`config.mk`:
```
export PLATFORM = sky130hd
export DESIGN_NAME = hicore_bjp_pipe
export DESIGN_NICKNAME = d
export VERILOG_FILES = /design/src/rtl/hicore_bjp_pipe.sv
export SDC_FILE = /design/constraint.sdc
export NUM_CORES = 1
export LEC_CHECK = 0
export ABC_CLOCK_PERIOD_IN_PS = 5400
export BUFFER_PORTS_ARGS = -buffer_cell sky130_fd_sc_hd__buf_4
export CORE_MARGIN = 5
export CORE_UTILIZATION = 58
export CTS_CLUSTER_SIZE = 30
export DETAILED_ROUTE_END_ITERATION = 8
export PLACE_DENSITY = 0.83
export SYNTH_ARGS = -nofsm -noshare
export SYNTH_HDL_FRONTEND = slang
export SYNTH_SLANG_ARGS = --single-unit
```
`constraint.sdc`:
```
create_clock -name clk -period 5.4 [get_ports clk]
set_input_delay 0.81 -clock clk [delete_from_list [all_inputs] [get_ports clk]]
set_output_delay 0.81 -clock clk [all_outputs]
set_load 0.005 [all_outputs]
```
`src/rtl/hicore_bjp_pipe.sv`:
```
// ---------------------------------------------------------------------------
// hicore_bjp_pipe
//
// Purpose:
//   Branch/jump execution unit for the HiCore out-of-order core.
//   - Resolves the branch condition and the target address.
//   - Computes the link value for JAL/JALR.
//   - Compares the outcome against the front-end prediction.
//   - Buffers results in a DEPTH-entry FIFO, so a stalled write-back
//     port does not stall issue.
//
// Ports:
//   clk, rst               rising-edge clock, asynchronous active-high reset
//   i_issue2bjp_valid      issue offers an op
//   i_issue2bjp_ready      unit can accept an op (FIFO not full)
//   i_issue2bjp_cancel     op is squashed: consumed, no result produced
//   bjp_op                 0 BEQ, 1 BNE, 2 BLT, 3 BGE, 4 BLTU, 5 BGEU,
//                          8 JAL, 9 JALR, others illegal
//   bjp_src1, bjp_src2     register operands
//   bjp_pc, bjp_imm        instruction PC and sign-extended offset
//   bjp_pred_taken         front-end taken prediction
//   bjp_pred_target        front-end predicted target
//   bjp_rob_ptr            ROB entry of the op
//   bjp_wb_valid           FIFO head valid (suppressed during flush)
//   bjp_wb_ready           write-back arbiter grant
//   bjp_wb_ptr             ROB entry of the head result
//   bjp_wb_rd_wen          head writes rd (JAL/JALR)
//   bjp_wb_rd_data         link value pc+4, or 0 when there is no rd
//   bjp_wb_mispred         redirect required
//   bjp_wb_target          correct next PC
//   flush                  pipeline flush: clears the FIFO
// ---------------------------------------------------------------------------
module hicore_bjp_pipe #(
    parameter int XLEN  = 32,
    parameter int PTR_W = 5,
    parameter int DEPTH = 2
) (
    input  logic             clk,
    input  logic             rst,
    input  logic             i_issue2bjp_valid,
    output logic             i_issue2bjp_ready,
    input  logic             i_issue2bjp_cancel,
    input  logic [3:0]       bjp_op,
    input  logic [XLEN-1:0]  bjp_src1,
    input  logic [XLEN-1:0]  bjp_src2,
    input  logic [XLEN-1:0]  bjp_pc,
    input  logic [XLEN-1:0]  bjp_imm,
    input  logic             bjp_pred_taken,
    input  logic [XLEN-1:0]  bjp_pred_target,
    input  logic [PTR_W-1:0] bjp_rob_ptr,
    output logic             bjp_wb_valid,
    input  logic             bjp_wb_ready,
    output logic [PTR_W-1:0] bjp_wb_ptr,
    output logic             bjp_wb_rd_wen,
    output logic [XLEN-1:0]  bjp_wb_rd_data,
    output logic             bjp_wb_mispred,
    output logic [XLEN-1:0]  bjp_wb_target,
    input  logic             flush
);

    localparam int IDX_W = $clog2(DEPTH);
    localparam int CNT_W = IDX_W + 1;
    localparam logic [CNT_W-1:0] DEPTH_C = CNT_W'(DEPTH);

    localparam logic [3:0] OP_BEQ  = 4'd0;
    localparam logic [3:0] OP_BNE  = 4'd1;
    localparam logic [3:0] OP_BLT  = 4'd2;
    localparam logic [3:0] OP_BGE  = 4'd3;
    localparam logic [3:0] OP_BLTU = 4'd4;
    localparam logic [3:0] OP_BGEU = 4'd5;
    localparam logic [3:0] OP_JAL  = 4'd8;
    localparam logic [3:0] OP_JALR = 4'd9;

    logic             taken;
    logic             is_jump;
    logic [XLEN-1:0]  target;
    logic [XLEN-1:0]  link;
    logic [XLEN-1:0]  next_pc;
    logic             mispred;
    logic [XLEN-1:0]  jalr_sum;

    logic [PTR_W-1:0] ptr_q     [DEPTH];
    logic             rd_wen_q  [DEPTH];
    logic [XLEN-1:0]  rd_data_q [DEPTH];
    logic             mispred_q [DEPTH];
    logic [XLEN-1:0]  target_q  [DEPTH];

    logic [IDX_W-1:0] wr_idx;
    logic [IDX_W-1:0] rd_idx;
    logic [CNT_W-1:0] count;
    logic             push;
    logic             pop;

    // Resolve the op.
    // Illegal opcodes fall into the default arm: not taken, no rd write.
    // The common mispredict formula then reduces to pred_taken.
    always_comb begin
        taken    = 1'b0;
        is_jump  = 1'b0;
        jalr_sum = bjp_src1 + bjp_imm;
        unique case (bjp_op)
            OP_BEQ:  taken = (bjp_src1 == bjp_src2);
            OP_BNE:  taken = (bjp_src1 != bjp_src2);
            OP_BLT:  taken = ($signed(bjp_src1) <  $signed(bjp_src2));
            OP_BGE:  taken = ($signed(bjp_src1) >= $signed(bjp_src2));
            OP_BLTU: taken = (bjp_src1 <  bjp_src2);
            OP_BGEU: taken = (bjp_src1 >= bjp_src2);
            OP_JAL:  begin taken = 1'b1; is_jump = 1'b1; end
            OP_JALR: begin taken = 1'b1; is_jump = 1'b1; end
            default: begin taken = 1'b0; is_jump = 1'b0; end
        endcase
        if (bjp_op == OP_JALR) begin
            target = {jalr_sum[XLEN-1:1], 1'b0};
        end else begin
            target = bjp_pc + bjp_imm;
        end
        link    = bjp_pc + XLEN'(4);
        next_pc = taken ? target : link;
        mispred = (taken != bjp_pred_taken) |
                  (taken & (target != bjp_pred_target));
    end

    // Handshake.
    // Ready depends only on occupancy, so a full FIFO never passes an op
    // through, even when the write-back port pops in the same cycle.
    assign i_issue2bjp_ready = (count < DEPTH_C);
    assign push = i_issue2bjp_valid & i_issue2bjp_ready &
                  ~i_issue2bjp_cancel & ~flush;
    assign bjp_wb_valid = (count != '0) & ~flush;
    assign pop = bjp_wb_valid & bjp_wb_ready;

    // Write-back outputs come straight from the head entry registers.
    assign bjp_wb_ptr     = ptr_q[rd_idx];
    assign bjp_wb_rd_wen  = rd_wen_q[rd_idx];
    assign bjp_wb_rd_data = rd_data_q[rd_idx];
    assign bjp_wb_mispred = mispred_q[rd_idx];
    assign bjp_wb_target  = target_q[rd_idx];

    // FIFO storage.
    // Entries are reset so the head reads as zero out of reset.
    always_ff @(posedge clk or posedge rst) begin
        if (rst) begin
            for (int i = 0; i < DEPTH; i++) begin
                ptr_q[i]     <= '0;
                rd_wen_q[i]  <= 1'b0;
                rd_data_q[i] <= '0;
                mispred_q[i] <= 1'b0;
                target_q[i]  <= '0;
            end
        end else if (push) begin
            ptr_q[wr_idx]     <= bjp_rob_ptr;
            rd_wen_q[wr_idx]  <= is_jump;
            rd_data_q[wr_idx] <= is_jump ? link : '0;
            mispred_q[wr_idx] <= mispred;
            target_q[wr_idx]  <= next_pc;
        end
    end

    // Pointers and occupancy.
    // DEPTH is a power of two, so the index counters wrap naturally.
    // Flush has priority and drops everything, including a same-cycle push.
    always_ff @(posedge clk or posedge rst) begin
        if (rst) begin
            wr_idx <= '0;
            rd_idx <= '0;
            count  <= '0;
        end else if (flush) begin
            wr_idx <= '0;
            rd_idx <= '0;
            count  <= '0;
        end else begin
            if (push) begin
                wr_idx <= wr_idx + 1'b1;
            end
            if (pop) begin
                rd_idx <= rd_idx + 1'b1;
            end
            if (push && !pop) begin
                count <= count + 1'b1;
            end else if (pop && !push) begin
                count <= count - 1'b1;
            end
        end
    end

endmodule

```
* After elaboration in Yosys (flattened, before gate mapping)
Cells that the tools add are included.
** Cells by class
- Bitwise operators :: 11
- Mux-type cells :: 38
- Reduce and logical (&&, ||, !) cells :: 11
- Shift-type cells :: 0
- Equal/unequal tests :: 11
- Divide/modulo/power cells :: 0
- Order comparisons :: 8
- Add/sub/neg operators :: 7
- $mul :: 0
** Operators by type and width (count)
- two-way mux 32 bit :: 10
- bitwise mux 64 bit :: 2
- adder 32 bit :: 2
- greater-or-equal comparator 32 bit :: 2
- less-than comparator 32 bit :: 2
- != test 32 bit :: 2
- adder 32 x 3 -> 32 bit, second input constant :: 1
- demux 32 bit (select 1 bit) :: 1
- == test 32 bit :: 1
- two-way mux 5 bit :: 4
- two-way mux 1 bit :: 12
- bitwise mux 10 bit :: 1
- == test 4 x 2 -> 1 bit, second input constant :: 2
- == test 4 x 3 -> 1 bit, second input constant :: 2
- == test 4 bit, second input constant :: 2
- one-hot mux 1 bit (7 select lines) :: 1
- AND 1 bit :: 6
- two-way mux 2 bit :: 3
- nonzero test 2 bit :: 3
- demux 5 bit (select 1 bit) :: 1
- bitwise mux 2 bit :: 2
- == test 4 x 1 -> 1 bit, second input constant :: 1
- greater-or-equal comparator 2 bit, second input constant :: 2
- zero test 4 bit :: 1
- other kinds (14) :: 20
** Storage, ports and cells
- Input port bits :: 176
- RAM bits :: 0
- Latch bits :: 0
- Memory bits (read-only) :: 0
- Memories :: 0
- Bits in registers :: 146
- Word-level logic and storage cells :: 99
- Output and inout port bits :: 73

* Depth between registers and ports, before layout
Gate-level depths: netlist (run 1).
- Depth in word-level cells :: 9
- Depth in mapped cells :: 15
- Gate-level depth less buffers :: 14

* Worst setup path after synthesis (run 1)
No wires, ideal clock.
- Path type :: input to register
- Start :: in bjp_pc[14]
- End :: reg mispred_q[1] in the netlist's numbering
- Path buffers :: 1
- Arrival time :: 3.730 ns
- Library setup time :: 0.125 ns
- Data required time :: 5.275 ns
- Setup slack :: 1.546 ns
- Cell stages on the path :: 14
- Path through :: ha_1 -> buf_2 -> and3_1 -> nand2_1 -> or3_1 -> or4_1 -> a211oi_2 -> nor2_1 -> xnor2_1 -> o21ai_0 -> nand2_1 -> nor4_2 -> a41oi_1 -> mux2_2
** On the way
- Word-level cells in the longest chain between the ends :: 6
** RTL lines
- start: declaration :: RTL line 46 : input logic [XLEN-1:0] bjp_pc,
- adder 32 bit :: RTL line 115 : target = bjp_pc + bjp_imm;
- two-way mux 32 bit :: RTL line 112 : if (bjp_op == OP_JALR) begin
- != test 32 bit :: RTL line 120 : (taken & (target != bjp_pred_target));
- AND 1 bit :: RTL line 120
- bitwise OR 1 bit :: RTL line 119 : mispred = (taken != bjp_pred_taken) |
- bitwise mux 2 bit :: RTL line 154 : mispred_q[wr_idx] <= mispred;
- end signal: indexed assignment :: RTL line 154
- end: declaration :: RTL line 85 : logic mispred_q [DEPTH];
No other way between the ends.
A chain may end at the register's enable or synchronous reset.

* Final worst setup path (run 1)
- Start :: in bjp_src1[31]
- End :: reg mispred_q[1] in the netlist's numbering
** On the way
- Word-level cells in the longest chain between the ends :: 6
- Elaborated cells on any way between the ends :: 14
- Those cells by class :: add/sub: 1; order compare: 4; eq/ne: 4; mux: 3; bitwise: 2
** RTL lines
- start: declaration :: RTL line 44 : input logic [XLEN-1:0] bjp_src1,
- adder 32 bit :: RTL line 100 : jalr_sum = bjp_src1 + bjp_imm;
- two-way mux 32 bit :: RTL line 112
- != test 32 bit :: RTL line 120
- AND 1 bit :: RTL line 120
- bitwise OR 1 bit (*) :: RTL line 119
- bitwise mux 2 bit (*) :: RTL line 154
Mark *: on every way between the ends. The rest lies on a longest branch, timed or not.

==> results of run 1 <==
## power by group
group | total, W | internal [W] | leakage, nW | switching, W
Combinational | 0.00156 | 0.000714 | 5.25 | 0.000844
Sequential | 0.00141 | 0.00130 | 1.92 | 0.000117
Clock | 0.00114 | 0.000675 | 0.271 | 0.000467
## through the flow
step                      utilization  total power [W]  setup slack [ps]  instance area, µm²  hold WS [ps]
after floorplan                     -          0.00235               667               13100           442
after global placement          0.672          0.00290              15.5               15100           453
after detailed placement        0.672          0.00294             -30.2               15100           460
after CTS                       0.697          0.00410               399               15600           477
after global routing            0.697          0.00432               183               15600           493
final                           0.697          0.00412               356               15600           470
## worst max-delay path, stage by stage
cell and delay (ps):
buf_4 120, ha_1 420, nand4_1 220, nor4_2 500
nand3_1 280, o311ai_0 250, o2111ai_1 210, and4b_1 540
a221o_1 390, nor4_1 600, nand4_1 270, nor4_2 220
a41oi_1 190, mux2_2 310
## cell type report
type	instances	area share
inverters	46	0.0114
repair buffers	263	0.126
well taps	285	0.0228
clock inverters	14	0.00904
multi-input cells	1314	0.570
clock buffers	17	0.0272
flip-flops and latches	146	0.234
## routing by layer
layer  vias up  track usage
met5         -            0
met4         0       0.0943
met3        69       0.0581
met2       602        0.521
met1      6096        0.450
li1       6082            -
## cell usage in the layout, fill, tap and decap left out, drive strengths merged, types with 17 or more instances in the layout
cell type	n
nand2	319
buf	263
dfrtp	146
o21ai	116
mux2	109
a21oi	105
ha	94
nor2	78
xor2	64
xnor2	56
inv	47
nand3	36
nand4	26
a21o	25
mux2i	24
o31ai	23
nand2b	21
and3	17
clkbuf	17
## synth_stat cells, types with 17 or more instances
master	count	area share
nand3_1	36	0.014
ha_1	94	0.090
xnor2_1	56	0.037
and3_1	17	0.0081
mux2i_1	24	0.018
dfrtp_1	146	0.28
o31ai_1	23	0.013
nand2b_1	21	0.010
a21oi_1	103	0.039
a21o_1	25	0.014
nor2_1	78	0.022
xor2_1	64	0.043
inv_1	46	0.013
o21ai_0	114	0.044
nand4_1	26	0.012
mux2_2	108	0.093
clkbuf_1	71	0.020
nand2_1	319	0.091
## sequential cells by signal (all words and copies together), names as in the netlist
| register | cells |
|---|---|
| ptr_q | 10 |
| rd_wen_q | 2 |
| count | 2 |
| wr_idx | 1 |
| rd_data_q | 64 |
| target_q | 64 |
| rd_idx | 1 |
| mispred_q | 2 |
## logic make-up after synthesis
group	Yosys count	synth area share
xor+xnor	120	0.0803
simple gates	583	0.206
flops	146	0.279
compound gates	382	0.188
fa+ha+maj	96	0.0929
mux	133	0.112
buf+inv	134	0.0414
## how the worst max path moves through the flow
stage,startpoint,endpoint,cells after the start
after floorplan,rst,count[0]$_DFFE_PP0P_,1
after global placement,bjp_src1[31],mispred_q[1]$_DFFE_PP0P_,14
after detailed placement,bjp_src1[31],mispred_q[1]$_DFFE_PP0P_,14
after CTS,bjp_src1[31],mispred_q[1]$_DFFE_PP0P_,14
after global routing,bjp_src1[31],mispred_q[1]$_DFFE_PP0P_,14
final,bjp_src1[31],mispred_q[1]$_DFFE_PP0P_,14
==> run_results.csv, run 1 <==
group,metric,value,unit
job,max_cap_violations,0,
floorplan,core-area,0.0224,mm²
place,place_hpwl,33200,µm
setup_path,crit_arrival,5350,ps
yosys,synth_nets,1866,
floorplan,die-area,0.0257,mm²
detailed_routing,drcViolationCount,0,
yosys,ys_seq_elements,146,
cts,clk_pin_slew,60,ps
yosys,netlist_area,0.0131,mm²
timing,setup_viol,0,
setup_path,end_kind,"flip-flop",
min_path,worstHoldStart,"rd_data_q[28]$_DFFE_PP0P_",
setup_path,path_max_fanout,19,
finish,n_antenna_cell,0,
floorplan,fp-row-count,55,
timing,fmax,0.198,GHz
setup_path,start_kind,"primary input",
cts,post_cts_buffers,0,
global_route,grt_max_degree,102,
setup_path,worstReg2RegStart,"count[1]$_DFFE_PP0P_",
detailed_routing,drt_iter0_markers,1023,
finish,fillers,1802,
floorplan,io_pins,249,
yosys,syn_inst,1594,
place,numPortBuffers,248,
timing,worst_pin_slew,1240,ps
power,p_leak,7.44,nW
min_path,min_path_cells,2,
detailed_routing,wl_per_cell,20.6,µm
cts,root_buffer,"clkbuf_16",
floorplan,start_util,0.583,
timing,maxSlewViolCount,0,
detailed_routing,ant_nets,0,
finish,nNetsFinal,2060,
timing,period_share,0.934,
setup_path,r2r-end,"rd_data_q[43]$_DFFE_PP0P_",
yosys,ys_async_sr_fraction,1.00,
cts,clk_path_buf_depth,2,
yosys,synth_cell_types,78,
finish,layout.cells.non_filler,2085,
finish,register_area,0.00365,mm²
timing,finalClockSkew,4.86,ps
timing,report.final.hold_viol_count,0,
timing,rsz0062_at_grt,"no",
global_route,grt_pass1_wl,67200,µm
global_route,antenna_found_initial,0,
setup_path,reg2reg_depth,3,
global_route,grt_usage,0.324,
detailed_routing,drt-met1-wl,18400,µm
min_path,holdCritPathClass,"flip-flop to flip-flop",
setup_path,critPathKind,"primary input to flip-flop",
floorplan,die_y,160,µm
cts,cts_resized,0,
yosys,synth_warnings,0,
power,power_density,263,mW/mm²
cts,cts_buffers,17,
detailed_routing,drt-pass1-iter-count,6,
yosys,synth_edf_count,0,
floorplan,dieWidth,160,µm
detailed_routing,highest_layer,"met4",
detailed_routing,routed_wl,43000,µm
detailed_routing,dr_wl_met2,19800,µm
status,status,"finished, final reports clean",
cts,htreeDepth,4,
setup_path,r2r_slack,2890,ps
detailed_routing,wl_met3,3690,µm
yosys,synthFlopType,"dfrtp_1",
cts,cts_tree,"done",
cts,clk_latency,420,ps
detailed_routing,vias,12800,
yosys,ys_seq_area_frac,0.279,
detailed_routing,vias_per_cell,6.16,
global_route,grt_pass1_vias,12600,
cts,cts.sinks,146,
finish,drive_gt1_frac,0.239,
timing,fin_tns_setup,0,ps
finish,multi_input_area,0.00891,mm²
yosys,syn_area_per_cell,8.21,µm²
power,ir_worst_vdd,0.230,mV
place,gp_congestion,0.950,
timing,relSlewSlack,0.171,
cts,hold_buffers,0,
setup_path,required,5700,ps
global_route,gr-total-overflow,0,
place,dpl.cell_count,2054,
finish,area.growth.synth_to_final,19.5,%
min_path,hold_end,"rd_data_q[28]$_DFFE_PP0P_",
timing,fin_crit,5040,ps
(Power assumes the default switching activity.)
==> run 2, diff against run 1 <==
Settings changed: MAX_ROUTING_LAYER set to met4.
==> run_results.csv, run 2 (synthesis gave the netlist of run 1 again) <==
group,metric,value,unit
status,status,"finished, final reports clean",
timing,fin_tns_setup,0,ps
detailed_routing,ant_nets,0,
timing,rsz0062_at_grt,"no",
setup_path,critPathKind,"primary input to flip-flop",
power,ir_worst_vdd,0.246,mV
place,dpl_cell_area,0.0150,mm²
setup_path,end_kind,"flip-flop",
timing,setup_viol,0,
cts,clk_path_buf_depth,2,
floorplan,fp-row-count,55,
global_route,grt_max_degree,92,
floorplan,start_util,0.583,
floorplan,core-area,0.0224,mm²
place,gp_congestion,0.972,
finish,most-common-layout-cells,"nand2_1, buf_4, dfrtp_1, o21ai_0, mux2_2",
cts,root_buffer,"clkbuf_16",
global_route,grt_pass1_vias,12700,
detailed_routing,drcViolationCount,0,
finish,final_common_cell,"nand2_1",
timing,timing.hold.ws,475,ps
floorplan,dieWidth,160,µm
place,place_hpwl,34500,µm
power,p_total,0.00409,W
setup_path,r2r_slack,2980,ps
setup_path,path_max_fanout,19,
finish,drive_gt1_frac,0.238,
detailed_routing,vias,13100,
setup_path,r2r-end,"mispred_q[1]$_DFFE_PP0P_",
power,p_leak,7.42,nW
global_route,antenna_found_initial,1,
setup_path,required,5720,ps
timing,maxSlewViolCount,0,
cts,clk_latency,430,ps
detailed_routing,wl_per_cell,21.4,µm
setup_path,worstReg2RegStart,"count[1]$_DFFE_PP0P_",
power,power_density,262,mW/mm²
setup_path,crit_arrival,4900,ps
timing,fin_crit,4580,ps
global_route,grt_pass1_wl,69400,µm
cts,clk_pin_slew,70,ps
finish,nNetsFinal,2057,
timing,relSlewSlack,0.149,
timing,worst_pin_slew,1270,ps
timing,fmax,0.218,GHz
finish,multi_input_area,0.00891,mm²
cts,hold_buffers,0,
min_path,holdCritPathClass,"flip-flop to flip-flop",
setup_path,reg2reg_depth,3,
cts,post_cts_buffers,0,
finish,largestRegisters,"rd_data_q: 64 flops, target_q: 64 flops, ptr_q: 10 flops",
min_path,hold_end,"target_q[47]$_DFFE_PP0P_",
finish,finish.instance_area,0.0156,mm²
detailed_routing,routed_wl,44600,µm
cts,cts_buffers,17,
detailed_routing,drt-pass1-iter-count,6,
cts,cts_resized,0,
global_route,grt_usage,0.347,
job,max_cap_violations,0,
global_route,gr-total-overflow,0,
timing,finalClockSkew,9.80,ps
min_path,worstHoldStart,"target_q[47]$_DFFE_PP0P_",
finish,area.growth.synth_to_final,19.2,%
cts,htreeDepth,4,
detailed_routing,drt_iter0_markers,1276,
floorplan,die_y,160,µm
timing,report.final.hold_viol_count,0,
finish,register_area,0.00365,mm²
detailed_routing,vias_per_cell,6.29,
min_path,min_path_cells,2,
timing,period_share,0.849,
floorplan,io_pins,249,
setup_path,start_kind,"primary input",
floorplan,die-area,0.0257,mm²
finish,fillers,1732,
cts,cts.sinks,146,
place,numPortBuffers,248,
cts,cts_tree,"done",
run 2: cell count changes in the layout (fill, tap and decap cells not counted), sizes merged:
cell	delta
inv	+8
clkinv	-4
buf	-3
bufinv	-2
clkinvlp	-1
diode	+1
run 2: stage by stage:
| stage | util | worst slack, ps | cells |
|---|---|---|---|
| floorplan | - | 667 | 1594 |
| global placement | 0.671 | 477 | 2051 |
| detailed placement | 0.671 | 453 | 2051 |
| CTS | 0.695 | 887 | 2083 |
| global route | 0.695 | 646 | 2084 |
| finish | 0.695 | 815 | 2084 |
run 2: layout make-up:
type | count | area share
diodes | 1 | 0.000160
clock buffers | 17 | 0.0273
clock inverters | 15 | 0.00786
inverters | 46 | 0.0114
multi-input cells | 1314 | 0.571
flip-flops and latches | 146 | 0.234
well taps | 285 | 0.0229
repair buffers | 260 | 0.125
run 2: per-layer routing:
layer | track usage | up-vias | share of wire
li1 | - | 6075 | -
met1 | 0.481 | 6328 | 0.44
met2 | 0.548 | 627 | 0.46
met3 | 0.0421 | 72 | 0.076
met4 | 0.0825 | 0 | 0.020
met5 | - | - | 0
run 2: report_power, final:
| part | switching (W) | total [W] | internal (W) | leakage (nW) |
|---|---|---|---|---|
| Sequential | 0.000117 | 0.00141 | 0.00130 | 1.92 |
| Combinational | 0.000856 | 0.00157 | 0.000712 | 5.24 |
| Clock | 0.000510 | 0.00111 | 0.000600 | 0.264 |
| Total | 0.00148 | 0.00409 | 0.00261 | 7.42 |
run 2: how the worst max path moves through the flow:
stage,from,end,slack (ps)
2_1_floorplan,rst,count[0]$_DFFE_PP0P_,670
6_report,bjp_src1[14],mispred_q[0]$_DFFE_PP0P_,820
5_1_grt,bjp_src1[15],mispred_q[1]$_DFFE_PP0P_,650
3_5_place_dp,bjp_src1[14],mispred_q[0]$_DFFE_PP0P_,450
4_1_cts,bjp_src1[14],mispred_q[0]$_DFFE_PP0P_,890
3_3_place_gp,bjp_src1[15],mispred_q[1]$_DFFE_PP0P_,480
run 2: critical path: stages:
cell,delay (ps)
buf_4,120
ha_1,310
nand4_1,150
nor3_1,430
a21boi_0,340
o41a_1,270
o2111ai_1,170
and4b_1,530
a221o_1,390
nor4_1,420
nand4_1,230
nor4_2,180
a41oi_1,220
mux2_2,320
